--- src/rtl/fetch_pkg.sv ---
// fetch_pkg: shared types and constants for the fetch queue.
//   INSTR_W / ADDR_W : default instruction and PC widths
//   fq_entry_t       : one stored (PC, instruction) pair
//   fq_ptr_w()       : pointer width for a given queue depth
package fetch_pkg;

    localparam int INSTR_W = 32;
    localparam int ADDR_W  = 64;

    typedef struct packed {
        logic [ADDR_W-1:0]  pc;
        logic [INSTR_W-1:0] instr;
    } fq_entry_t;

    function automatic int fq_ptr_w(input int depth);
        return $clog2(depth);
    endfunction

endpackage

--- src/rtl/fetch_queue_mem.sv ---
// fetch_queue_mem: DEPTH-entry register array backing the fetch queue.
// One synchronous write port, one combinational read port, no reset
// (contents are only meaningful where the pointer/count logic says so).
//   clk_i    : clock
//   we_i     : write enable
//   waddr_i  : write index
//   wdata_i  : entry to write
//   raddr_i  : read index
//   rdata_o  : entry at raddr_i (combinational)
module fetch_queue_mem
    import fetch_pkg::*;
#(
    parameter int  DEPTH   = 4,
    parameter type entry_t = fq_entry_t,
    localparam int PW      = fq_ptr_w(DEPTH)
) (
    input  logic          clk_i,
    input  logic          we_i,
    input  logic [PW-1:0] waddr_i,
    input  entry_t        wdata_i,
    input  logic [PW-1:0] raddr_i,
    output entry_t        rdata_o
);

    entry_t mem_q [DEPTH];

    always_ff @(posedge clk_i) begin
        if (we_i) begin
            mem_q[waddr_i] <= wdata_i;
        end
    end

    assign rdata_o = mem_q[raddr_i];

endmodule

--- src/rtl/fetch_queue.sv ---
// fetch_queue: in-order instruction buffer between fetch and decode.
// Captures (PC, instruction) pairs from fetch, presents the oldest to
// decode, back-pressures fetch when full and drops everything on a
// taken branch.
//
// Optional feature (macro FETCH_QUEUE_BYPASS_EN): when the queue is empty
// and decode is ready, a fetched instruction is forwarded to the D side in
// the same cycle without being stored.
//
// Ports:
//   clk, reset   : clock, synchronous active-high reset
//   valid_F      : fetch presents an instruction
//   imem_addr_F  : PC of presented instruction
//   instr_F      : presented instruction word
//   ready_F      : queue can take a push (depends on occupancy only)
//   flush_D      : taken branch, discard all contents
//   valid_D      : head entry valid
//   pc_D/instr_D : head entry (zero when valid_D=0)
//   ready_D      : decode consumes the head
//   count_D      : current occupancy
module fetch_queue #(
    parameter int DEPTH   = 4,
    parameter int ADDR_W  = fetch_pkg::ADDR_W,
    parameter int INSTR_W = fetch_pkg::INSTR_W
) (
    input  logic                       clk,
    input  logic                       reset,
    input  logic                       valid_F,
    input  logic [ADDR_W-1:0]          imem_addr_F,
    input  logic [INSTR_W-1:0]         instr_F,
    output logic                       ready_F,
    input  logic                       flush_D,
    output logic                       valid_D,
    output logic [ADDR_W-1:0]          pc_D,
    output logic [INSTR_W-1:0]         instr_D,
    input  logic                       ready_D,
    output logic [$clog2(DEPTH):0]     count_D
);

    localparam int PW = fetch_pkg::fq_ptr_w(DEPTH);
    localparam int CW = PW + 1;

    // Same layout as fetch_pkg::fq_entry_t, sized by this instance's widths.
    typedef struct packed {
        logic [ADDR_W-1:0]  pc;
        logic [INSTR_W-1:0] instr;
    } entry_t;

    logic [PW-1:0] wr_ptr_q, wr_ptr_d;
    logic [PW-1:0] rd_ptr_q, rd_ptr_d;
    logic [CW-1:0] count_q, count_d;

    logic   stored_vld;
    logic   bypass;
    logic   push;
    logic   pop;
    entry_t wdata;
    entry_t rdata;

    assign stored_vld = (count_q != '0);
    // Full refuses a push even if a pop happens in the same cycle.
    assign ready_F    = (count_q != CW'(DEPTH));

`ifdef FETCH_QUEUE_BYPASS_EN
    // Empty queue + ready decode: hand the instruction straight through.
    assign bypass = ~stored_vld & valid_F & ready_D & ~flush_D;
`else
    assign bypass = 1'b0;
`endif

    // A bypassed instruction is consumed directly and never stored.
    assign push = valid_F & ready_F & ~flush_D & ~bypass;
    assign pop  = stored_vld & ready_D & ~flush_D;

    assign wdata.pc    = imem_addr_F;
    assign wdata.instr = instr_F;

    always_comb begin
        wr_ptr_d = wr_ptr_q;
        rd_ptr_d = rd_ptr_q;
        count_d  = count_q;
        if (flush_D) begin
            wr_ptr_d = '0;
            rd_ptr_d = '0;
            count_d  = '0;
        end else begin
            // Pointers wrap naturally: DEPTH is a power of two.
            if (push) wr_ptr_d = wr_ptr_q + PW'(1);
            if (pop)  rd_ptr_d = rd_ptr_q + PW'(1);
            case ({push, pop})
                2'b10:   count_d = count_q + CW'(1);
                2'b01:   count_d = count_q - CW'(1);
                default: count_d = count_q;
            endcase
        end
    end

    always_ff @(posedge clk) begin
        if (reset) begin
            wr_ptr_q <= '0;
            rd_ptr_q <= '0;
            count_q  <= '0;
        end else begin
            wr_ptr_q <= wr_ptr_d;
            rd_ptr_q <= rd_ptr_d;
            count_q  <= count_d;
        end
    end

    fetch_queue_mem #(
        .DEPTH   (DEPTH),
        .entry_t (entry_t)
    ) u_mem (
        .clk_i   (clk),
        .we_i    (push & ~reset),
        .waddr_i (wr_ptr_q),
        .wdata_i (wdata),
        .raddr_i (rd_ptr_q),
        .rdata_o (rdata)
    );

    // Outputs are forced to zero when nothing valid is presented so that
    // stale storage contents never leak to decode.
    always_comb begin
        valid_D = stored_vld;
        pc_D    = '0;
        instr_D = '0;
        if (bypass) begin
            valid_D = 1'b1;
            pc_D    = imem_addr_F;
            instr_D = instr_F;
        end else if (stored_vld) begin
            pc_D    = rdata.pc;
            instr_D = rdata.instr;
        end
    end

    assign count_D = count_q;

endmodule

--- config.mk ---
export PLATFORM = sky130hd
export DESIGN_NAME = fetch_queue
export DESIGN_NICKNAME = d
export VERILOG_FILES = /design/src/rtl/fetch_pkg.sv /design/src/rtl/fetch_queue_mem.sv /design/src/rtl/fetch_queue.sv
export SDC_FILE = /design/constraint.sdc
export NUM_CORES = 1
export LEC_CHECK = 0
export CAP_MARGIN = 0
export CORE_ASPECT_RATIO = 0.8
export CORE_MARGIN = 2
export CORE_UTILIZATION = 45
export DETAILED_ROUTE_END_ITERATION = 12
export PLACE_DENSITY = 0.67
export SYNTH_ARGS = -nofsm -noshare
export SYNTH_HDL_FRONTEND = slang
export SYNTH_SLANG_ARGS = --single-unit
--- constraint.sdc ---
create_clock -name clk -period 12.8 [get_ports clk]
set_input_delay 2.56 -clock clk [delete_from_list [all_inputs] [get_ports clk]]
set_output_delay 2.56 -clock clk [all_outputs]
set_load 0.01 [all_outputs]
==> flow_summary.json <==
{
  "netlist_area_um2": 15000,
  "layout_min_cycle_time_ns": 6.50,
  "syn_inst": 662,
  "cts_buffers": 38,
  "tns_ns": 0,
  "die_area_um2": 34800,
  "ir_drop_v": 0.000110,
  "cts_tree": "built",
  "grtUsageTotal_pct": 16.7,
  "outcome": "finished clean",
  "initial_core_util_pct": 45.9,
  "dp_slack_ns": 6.68,
  "syn_nets": 769,
  "slew_violations": 0,
  "numPortBuffers": 201,
  "dr.pass1.iters": 5,
  "cellLeakagePower_nw": 5.80,
  "sequential_fraction_of_the_synthesis_area_pct": 78.2,
  "critical_path_buf_inv_count": 3,
  "grt_start_max_net_pins": 65,
  "drive_gt1_share_pct": 18.4,
  "grt_remaining_overflow": 0,
  "post-cts-setup-buffers": 0,
  "routed-via-count": 7003,
  "clkSlewWorstSetupHoldPaths_ns": 0.06,
  "final_common_cell": "edfxtp_1",
  "die_height_um": 167,
  "clock-root-buffer": "clkbuf_16",
  "core-area_um2": 32600,
  "min_period_over_period_pct": 50.8,
  "critical_path_start_end_classification": "reg -> out",
  "tightestPinTransition_ns": 0.969,
  "global_route_wire_length_before_repair_um": 44200,
  "worst_path_max_delay_cell": "buf_4",
  "hold_slack_ns": 0.513,
  "rsz_0062_raised_after_global_routing": "false",
  "syn-mean-instance-area_um2": 22.6,
  "cap_violations": 0,
  "stdcell_count": 1334,
  "layout.nets": 988,
  "finalClockSkew_ns": 0.0128,
  "postLayoutCoreUtil_pct": 57.1,
  "dp.cells": 1268,
  "drc_viols": 0,
  "finalSetupViolCount": 0,
  "crit_path_frequent_cell": "buf_4",
  "finalHoldViolCount": 0,
  "clock_sinks": 393,
  "std_cell_rows": 59,
  "worstPathRequired_ns": 10.24,
  "grt_antenna_before_repair": 1,
  "critPathMaxStageDelay_ns": 0.87,
  "grt_pass1_vias": 7544,
  "h-tree-depth": 2,
  "cts_buffer_depth": 3,
  "critical-path-top-delay-family": "buffers and inverters",
  "fin_ws_ns": 6.30,
  "worst_setup_path_start_kind": "flop",
  "wirelength_um": 28800,
  "place_congestion": 0.703,
  "yosys_warnings": 0,
  "worstPathCellList": "buf_4 -> buf_4 -> mux4_2 -> and2_1 -> clkdlybuf4s50_1",
  "post_drt_wl_per_cell_um": 21.6,
  "pwr_density_cell_nw_per_um2": 139,
  "dp.final_hpwl_um": 16300,
  "clock_insertion_delay_worst_skew_ns": 0.52,
  "worst_slew_margin_rel_pct": 35.4,
  "die_width_um": 208,
  "cts.hold.buffers_added": 0,
  "holdCritPathClass": "reg -> reg",
  "detail_route.vias_per_cell": 5.25,
  "worstPathMaxFanout": 47,
  "io_pins": 202,
  "synth-seq-cells": 393,
  "drt_iter0_markers": 442,
  "fmaxAchievable_ghz": 0.154,
  "post_synth_num_cell_types": 25,
  "layout_common_cells": "edfxtp_1, clkdlybuf4s50_1, mux4_2, and2_1, clkbuf_16",
  "cp-end-kind": "output port",
  "syn2layout_area_growth_pct": 24.4,
  "route.antenna.remaining_nets": 0,
  "cp_data_arrival_time_ns": 3.94,
  "post_cts.resized_instances": 0
}
==> stage by stage <==
stage,cell area (µm²),power (mW)
4_1_cts,18600,2.63
5_1_grt,18600,2.68
6_report,18600,2.59
3_5_place_dp,17400,1.56
2_1_floorplan,15000,1.49
3_3_place_gp,17400,1.56
==> cells in the mapped netlist <==
master	instances	area share (%)
a21oi_1	2	0.067
and2_1	96	4.0
buf_12	1	0.13
buf_2	11	0.37
buf_6	5	0.38
clkbuf_1	16	0.40
clkbuf_2	1	0.033
dfxtp_1	9	1.2
edfxtp_1	384	77
fa_1	1	0.13
ha_1	5	0.42
inv_1	5	0.13
mux2i_1	2	0.13
mux4_2	96	14
nand2_1	4	0.10
nand3b_2	1	0.075
nor2_1	8	0.20
nor3b_1	4	0.20
o21ai_0	1	0.033
o311ai_0	1	0.059
o31ai_1	1	0.050
or2_2	1	0.042
or3_1	2	0.084
or3b_2	1	0.059
xor2_1	4	0.23
==> flip-flops by register name, summed over array words and instances (netlist names), named ones only <==
name and count:
u_mem.mem_q 384, rd_ptr_q 2, wr_ptr_q 2, count_D 3
==> area by class of cell <==
class / count / area (µm²)
antenna: 1 / 2.50
tap: 427 / 534
sequential: 393 / 11700
multi-input combinational: 230 / 3070
clock buffer: 53 / 1090
clock inverter: 12 / 86.3
timing repair buffer: 213 / 2100
fill: 2443 / 14000
inverter: 5 / 18.8
==> report_power, final <==
group / internal, mW / total, mW / switching [mW]
registers: 1.42 / 1.43 / 0.00323
logic: 0.0603 / 0.107 / 0.0471
clock network: 0.614 / 1.06 / 0.443
total: 2.10 / 2.59 / 0.493
==> path summary, 6_finish.rpt <==
path | startpoint | end | slack (ns) | depth (start not counted)
max | flop | pc_D[43] | 6.30 | 5
min | wr_ptr_q[1] | wr_ptr_q[1] | 0.51 | 2
max reg2reg | count_D[2] | count_D[2] | 10.32 | 8
min reg2reg | wr_ptr_q[1] | wr_ptr_q[1] | 0.51 | 2
==> tightest hold or removal path: stages, from the launching register on <==
cell and delay, ns:
dfxtp_1 0.34, nand2_1 0.07, mux2i_1 0.06
==> routing by layer <==
layer  routed length (µm)  part of all wire [%]  global-route usage [%]  vias up
li1                     -                     -                       -     3130
met1                12200                    42                    22.3     3613
met2                14000                    49                    26.8      215
met3                 2200                   7.6                    5.29       45
met4                  468                   1.6                    4.44        0
met5                    0                     0                       0        -
==> cell families (layout without fill, tap and decap cells) <==
| logic type | count (synthesis) | count (layout) | synth area share, % |
|---|---|---|---|
| DFF | 393 | 393 | 78.2 |
| other | 0 | 1 | 0 |
| adders and majority gates | 6 | 6 | 0.552 |
| and+or+nand+nor | 117 | 117 | 4.77 |
| xor gates and xnor gates | 4 | 4 | 0.234 |
| AOI/OAI and AO/OA | 5 | 5 | 0.209 |
| muxes | 98 | 98 | 14.6 |
| buffers and inverters | 39 | 283 | 1.44 |
Note: power is estimated with default switching activity, not from simulation.
